<file path="src/rtl/nlynx_snapshot_fifo.sv">
// Captures all metric counters plus overflow flags on each rising edge of eop_i into a frame buffer.
// Latency: capture at edge N, header word valid after edge N+1; M+1 beats per frame, no inter-frame bubble.
// Backpressure: m_tready_i stalls the stream; a capture into a full buffer is dropped and counted.
module nlynx_snapshot_fifo #(
    parameter int NLYNX_METRICS       = 13,
    parameter int NLYNX_COUNTER_WIDTH = 32,
    parameter int DEPTH               = 4
) (
    input  logic                                          clk_i,
    input  logic                                          rst_ni,
    input  logic                                          flush_i,
    input  logic                                          eop_i,
    input  logic [NLYNX_METRICS-1:0]                      overflow_i,
    input  logic [NLYNX_METRICS*NLYNX_COUNTER_WIDTH-1:0]  cnt_i,
    output logic [31:0]                                   m_tdata_o,
    output logic                                          m_tvalid_o,
    input  logic                                          m_tready_i,
    output logic                                          m_tlast_o,
    output logic [$clog2(DEPTH+1)-1:0]                    frames_pending_o,
    output logic [15:0]                                   drop_cnt_o
);

    localparam int M   = NLYNX_METRICS;
    localparam int W   = NLYNX_COUNTER_WIDTH;
    localparam int NW  = M + 1;
    localparam int WIW = $clog2(NW);
    localparam int PW  = $clog2(DEPTH);
    localparam int CW  = $clog2(DEPTH + 1);

    localparam logic [WIW-1:0] LAST_IDX = WIW'(M);
    localparam logic [CW-1:0]  FULL_CNT = CW'(DEPTH);

    typedef enum logic {
        S_IDLE = 1'b0,
        S_SEND = 1'b1
    } state_t;

    state_t         state;
    state_t         state_nxt;

    logic           eop_q;
    logic [15:0]    seq;
    logic [15:0]    drop_cnt;
    logic [PW-1:0]  wr_ptr;
    logic [PW-1:0]  rd_ptr;
    logic [CW-1:0]  count;
    logic [CW-1:0]  count_nxt;
    logic [WIW-1:0] word_idx;

    logic           capture;
    logic           push;
    logic           pop;
    logic           drop;

    logic [31:0]    frame [NW];
    logic [31:0]    mem   [DEPTH][NW];

    // A capture is any rising edge of eop_i; flush suppresses its effects.
    assign capture = eop_i & ~eop_q;
    // The final word handshake frees the slot being read.
    assign pop     = (state == S_SEND) & m_tready_i & (word_idx == LAST_IDX);
    // A pop in the same cycle makes room, so a full buffer can still accept.
    assign push    = capture & ~flush_i & ((count != FULL_CNT) | pop);
    assign drop    = capture & ~flush_i & ~push;

    // Assemble the frame from the live inputs: header then zero-extended counters.
    always_comb begin
        for (int k = 0; k < NW; k++) begin
            frame[k] = '0;
        end
        frame[0][31:16] = seq;
        frame[0][M-1:0] = overflow_i;
        for (int k = 0; k < M; k++) begin
            frame[k+1][W-1:0] = cnt_i[k*W +: W];
        end
    end

    // Frame storage; contents need no reset because count gates every read.
    always_ff @(posedge clk_i) begin
        if (push) begin
            for (int k = 0; k < NW; k++) begin
                mem[wr_ptr][k] <= frame[k];
            end
        end
    end

    // Occupancy after this cycle's push/pop.
    always_comb begin
        count_nxt = count;
        case ({push, pop})
            2'b10:   count_nxt = count + 1'b1;
            2'b01:   count_nxt = count - 1'b1;
            default: count_nxt = count;
        endcase
    end

    // Edge detector history; tracks eop_i even during flush so a held level never re-triggers.
    always_ff @(posedge clk_i or negedge rst_ni) begin
        if (!rst_ni) begin
            eop_q <= 1'b0;
        end else begin
            eop_q <= eop_i;
        end
    end

    // Buffer pointers and frame count.
    always_ff @(posedge clk_i or negedge rst_ni) begin
        if (!rst_ni) begin
            wr_ptr <= '0;
            rd_ptr <= '0;
            count  <= '0;
        end else if (flush_i) begin
            wr_ptr <= '0;
            rd_ptr <= '0;
            count  <= '0;
        end else begin
            if (push) begin
                wr_ptr <= wr_ptr + 1'b1;
            end
            if (pop) begin
                rd_ptr <= rd_ptr + 1'b1;
            end
            count <= count_nxt;
        end
    end

    // Word position within the frame being streamed; wraps to the header after the last word.
    always_ff @(posedge clk_i or negedge rst_ni) begin
        if (!rst_ni) begin
            word_idx <= '0;
        end else if (flush_i) begin
            word_idx <= '0;
        end else if ((state == S_SEND) && m_tready_i) begin
            if (pop) begin
                word_idx <= '0;
            end else begin
                word_idx <= word_idx + 1'b1;
            end
        end
    end

    // Sequence number advances on every capture, dropped or not, so gaps are visible downstream.
    always_ff @(posedge clk_i or negedge rst_ni) begin
        if (!rst_ni) begin
            seq <= '0;
        end else if (flush_i) begin
            seq <= '0;
        end else if (capture) begin
            seq <= seq + 16'd1;
        end
    end

    // Saturating count of frames lost to a full buffer.
    always_ff @(posedge clk_i or negedge rst_ni) begin
        if (!rst_ni) begin
            drop_cnt <= '0;
        end else if (flush_i) begin
            drop_cnt <= '0;
        end else if (drop && (drop_cnt != 16'hFFFF)) begin
            drop_cnt <= drop_cnt + 16'd1;
        end
    end

    // Readout FSM state register.
    always_ff @(posedge clk_i or negedge rst_ni) begin
        if (!rst_ni) begin
            state <= S_IDLE;
        end else begin
            state <= state_nxt;
        end
    end

    // Readout FSM next state: stay in SEND across back-to-back frames to avoid bubbles.
    always_comb begin
        state_nxt = state;
        if (flush_i) begin
            state_nxt = S_IDLE;
        end else begin
            case (state)
                S_IDLE: begin
                    if (count != '0) begin
                        state_nxt = S_SEND;
                    end
                end
                S_SEND: begin
                    if (pop && (count_nxt == '0)) begin
                        state_nxt = S_IDLE;
                    end
                end
                default: state_nxt = S_IDLE;
            endcase
        end
    end

    // Stream outputs depend only on registered state, never on m_tready_i.
    always_comb begin
        m_tvalid_o = (state == S_SEND);
        m_tlast_o  = 1'b0;
        m_tdata_o  = '0;
        if (state == S_SEND) begin
            m_tlast_o = (word_idx == LAST_IDX);
            m_tdata_o = mem[rd_ptr][word_idx];
        end
    end

    assign frames_pending_o = count;
    assign drop_cnt_o       = drop_cnt;

endmodule

</file>
<file path="config.mk">
export PLATFORM = sky130hd
export DESIGN_NAME = nlynx_snapshot_fifo
export DESIGN_NICKNAME = d
export VERILOG_FILES = /design/src/rtl/nlynx_snapshot_fifo.sv
export SDC_FILE = /design/constraint.sdc
export NUM_CORES = 1
export LEC_CHECK = 0
export ABC_CLOCK_PERIOD_IN_PS = 36000
export BUFFER_PORTS_ARGS = -buffer_cell sky130_fd_sc_hd__buf_2
export CAP_MARGIN = 10
export CORE_MARGIN = 2
export CORE_UTILIZATION = 38
export DETAILED_ROUTE_END_ITERATION = 7
export GPL_TIMING_DRIVEN = 1
export PLACE_DENSITY = 0.59
export SLEW_MARGIN = 20
export SYNTH_ARGS = -nofsm -noshare
export SYNTH_HDL_FRONTEND = slang
export SYNTH_SLANG_ARGS = --single-unit
</file>
<file path="constraint.sdc">
create_clock -name clk_i -period 36 [get_ports clk_i]
set_input_delay 1.8 -clock clk_i [delete_from_list [all_inputs] [get_ports clk_i]]
set_output_delay 1.8 -clock clk_i [all_outputs]
set_load 0.05 [all_outputs]
</file>
==> results.py <==
metrics = {
    "finish": {
        "layout_common_cells": "edfxtp_1, buf_2, mux4_2",
        "syn2layout_area_growth_pct": 16.3,
        "drive_gt1_share_pct": 35.2,
        "nFillCells": 15700,
        "fin_cells": 6489,
        "multi_input_area_um2": 14900,
        "final_common_cell": "edfxtp_1",
        "utilization_pct": 44.6,
        "fin_area_um2": 81800,
        "layout.area.seq_um2": 54600,
        "fin_nets": 4270,
    },
    "clock_tree": {
        "cts-hold-fix-buffers": 0,
        "insertion_delay_ps": 810,
        "cts_setup_buffers": 0,
        "cts.repair.resized": 0,
        "root_buffer": "clkbuf_16",
        "cts_tree": "yes",
        "cts_max_path_buffers": 3,
        "clock_sinks": 1825,
        "clk_pin_slew_ps": 60,
        "htreeDepth": 4,
        "cts_buffers": 192,
    },
    "synth": {
        "syn_avg_cell_area_um2": 21.7,
        "ys_ff_latch": 1825,
        "yosys.cell_types.count": 61,
        "synth_compound_area_share_pct": 3.50,
        "synth_seq_area_share_pct": 77.6,
        "ys.flop_type": "edfxtp_1",
        "synth-xor-area-share_pct": 0.311,
        "synth_top_family_by_area": "multiplexers",
        "yosysWarningCount": 0,
        "synth_simple_gate_area_share_pct": 1.50,
        "synthMuxAreaShare_pct": 15.5,
        "synth_fa_ha_area_share_pct": 0.171,
        "async_flop_share_pct": 2.47,
        "synth_edf_count": 1780,
        "netlist_area_um2": 70300,
        "synth_nets": 3691,
        "synthCells": 3248,
    },
    "routing": {
        "drt_iter0_markers": 2876,
        "post_drt_wl_per_cell_um": 28.5,
        "vias_per_cell": 5.39,
        "drtAntennaViolNets": 0,
        "routed_wl_um": 185000,
        "dr.pass1.iters": 6,
        "drc_errors": 0,
        "dr_total_vias": 35000,
    },
    "timing": {
        "fin_skew_ps": 25.3,
        "hold_viol_final": 0,
        "whs_ps": 550,
        "period_minus_slack_ps": 8390,
        "final-setup-viol-count": 0,
        "slew_headroom_pct": 25.6,
        "rsz0062_at_grt": "false",
        "finalMaxSlewViolations": 0,
        "post-route-period-util_pct": 23.3,
        "finalSetupTns_ps": 0,
        "tightestPinTransition_ps": 1110,
        "fmax_ghz": 0.119,
    },
    "floorplan": {
        "die_width_um": 434,
        "fp.dieH_um": 434,
        "io_pins": 487,
        "dieArea_um2": 189000,
        "placementRows": 157,
        "initial_utilization_pct": 38.3,
        "core_um2": 183000,
    },
    "setup_path": {
        "critical_path_class": "flip-flop to primary output",
        "crit_arrival_ps": 6590,
        "cp_data_required_time_ps": 34200,
        "worstSetupStartpointType": "flip-flop",
        "endpoint_kind": "primary output",
        "cp_max_fo": 45,
    },
    "global_route": {
        "grt_max_degree": 142,
        "first_global_vias": 35400,
        "grt_pass1_wl_um": 261000,
        "gr-total-overflow": 0,
        "grt_usage_pct": 19.4,
        "antenna_found_initial": 152,
    },
    "place": {
        "hpwl_um": 117000,
        "numPortBuffers": 486,
        "dpl_cell_area_um2": 75800,
        "gp_congestion": 0.773,
        "dp.cells": 6096,
    },
    "power": {
        "p_leak_uw": 0.0256,
        "peakVddDrop_uv": 39.7,
        "cellPowerDensity_nw_per_um2": 53.6,
    },
    "flow_run": {
        "cap_violations": 0,
    },
    "worst_hold_path": {
        "hold_class": "flip-flop to flip-flop",
    },
    "outcome": {
        "status": "finished, final reports clean",
    },
}
## critical path: stages, from the launching register on
cell	delay (ps)
dfrtp_4	850
buf_4	790
buf_4	800
buf_4	830
mux4_2	610
mux2_2	290
a221oi_1	840
nor3_1	380
buf_2	320
## kinds of logic (layout without fill, tap and decap cells)
logic type / after synthesis / after routing
adders and majority gates: 9 / 9
buffers and inverters: 204 / 940
and+or+nand+nor: 213 / 213
xor gates and xnor gates: 25 / 25
DFF: 1825 / 1825
AOI/OAI and AO/OA: 310 / 310
other: 0 / 41
muxes: 662 / 662
## cell usage after synthesis (2+ instances only)
master,n,area (um^2)
and2_1,5,31.3
o31ai_1,5,37.5
a221oi_1,59,517
or3_1,8,50.1
edfxtp_1,1780,53500
ha_1,8,100
buf_4,12,90.1
xnor2_1,18,158
o22a_1,3,26.3
mux4_2,320,7210
a21oi_1,22,110
and3b_1,2,17.5
buf_6,17,191
o211ai_1,32,240
a222oi_1,29,290
mux2i_1,132,1320
nor3_1,43,215
nand3_1,16,80.1
xor2_1,7,61.3
o22ai_1,32,200
mux2_2,209,2350
nor4b_1,2,17.5
nor2b_1,9,56.3
clkbuf_1,83,312
nor2_1,45,169
nand2_1,56,210
nand4_1,4,25.0
o21ai_0,17,85.1
or2_1,2,12.5
dfrtp_1,45,1130
nor4_1,5,31.3
inv_1,12,45.0
nand2b_1,5,31.3
o2111ai_1,4,35.0
a211oi_1,10,75.1
buf_1,22,82.6
buf_2,58,290
o221ai_1,87,762
## routing by layer
metal  vias up  GRT usage [%]  wire [um]
met1     18400           24.8      74200
met5         -              0        391
met4        66           7.21       6270
met3       422           4.39      10900
met2      1036           32.4      93100
li1      15000              -          -
## path summary, 6_finish.rpt
check                                  from            end  slack (ps)  depth (start not counted)
worst max register to register  word_idx[0]    mem[3][163]       29750                          8
max in group asynchronous            rst_ni      rd_ptr[0]       34370                          2
worst min register to register      seq[15]    mem[2][444]         550                          0
worst min-delay path                seq[15]    mem[2][444]         550                          0
worst max-delay path              rd_ptr[0]  m_tdata_o[27]       27610                          8
min in group asynchronous            rst_ni  drop_cnt_o[5]        1090                          2
## where the power goes
part / internal [uW] / total [uW] / switching [uW]
registers: 2360 / 2370 / 7.57
clock network: 1050 / 1860 / 810
logic: 53.1 / 155 / 102
total: 3470 / 4390 / 919
## stage by stage
step | power (uW) | worst slack (ps)
2_1_floorplan | 2490 | 22530
3_3_place_gp | 2570 | 28350
3_5_place_dp | 2570 | 28290
4_1_cts | 4440 | 27380
5_1_grt | 4530 | 27220
6_report | 4390 | 27610
## layout make-up
cell class	instances	area share (%)
Sequential cell	1825	66.7
Multi-Input combinational cell	1219	18.2
Inverter	12	0.0550
Timing Repair Buffer	577	3.92
Clock inverter	110	1.03
Clock buffer	241	6.23
Tap cell	2464	3.77
Antenna cell	41	0.125
## flip-flops by register name, indices dropped and copies added (netlist names)
| name | count |
|---|---|
| drop_cnt_o | 16 |
| eop_q | 1 |
| frames_pending_o | 3 |
| m_tvalid_o | 1 |
| mem | 1780 |
| rd_ptr | 2 |
| seq | 16 |
| word_idx | 4 |
| wr_ptr | 2 |
(Power assumes the default switching activity.)
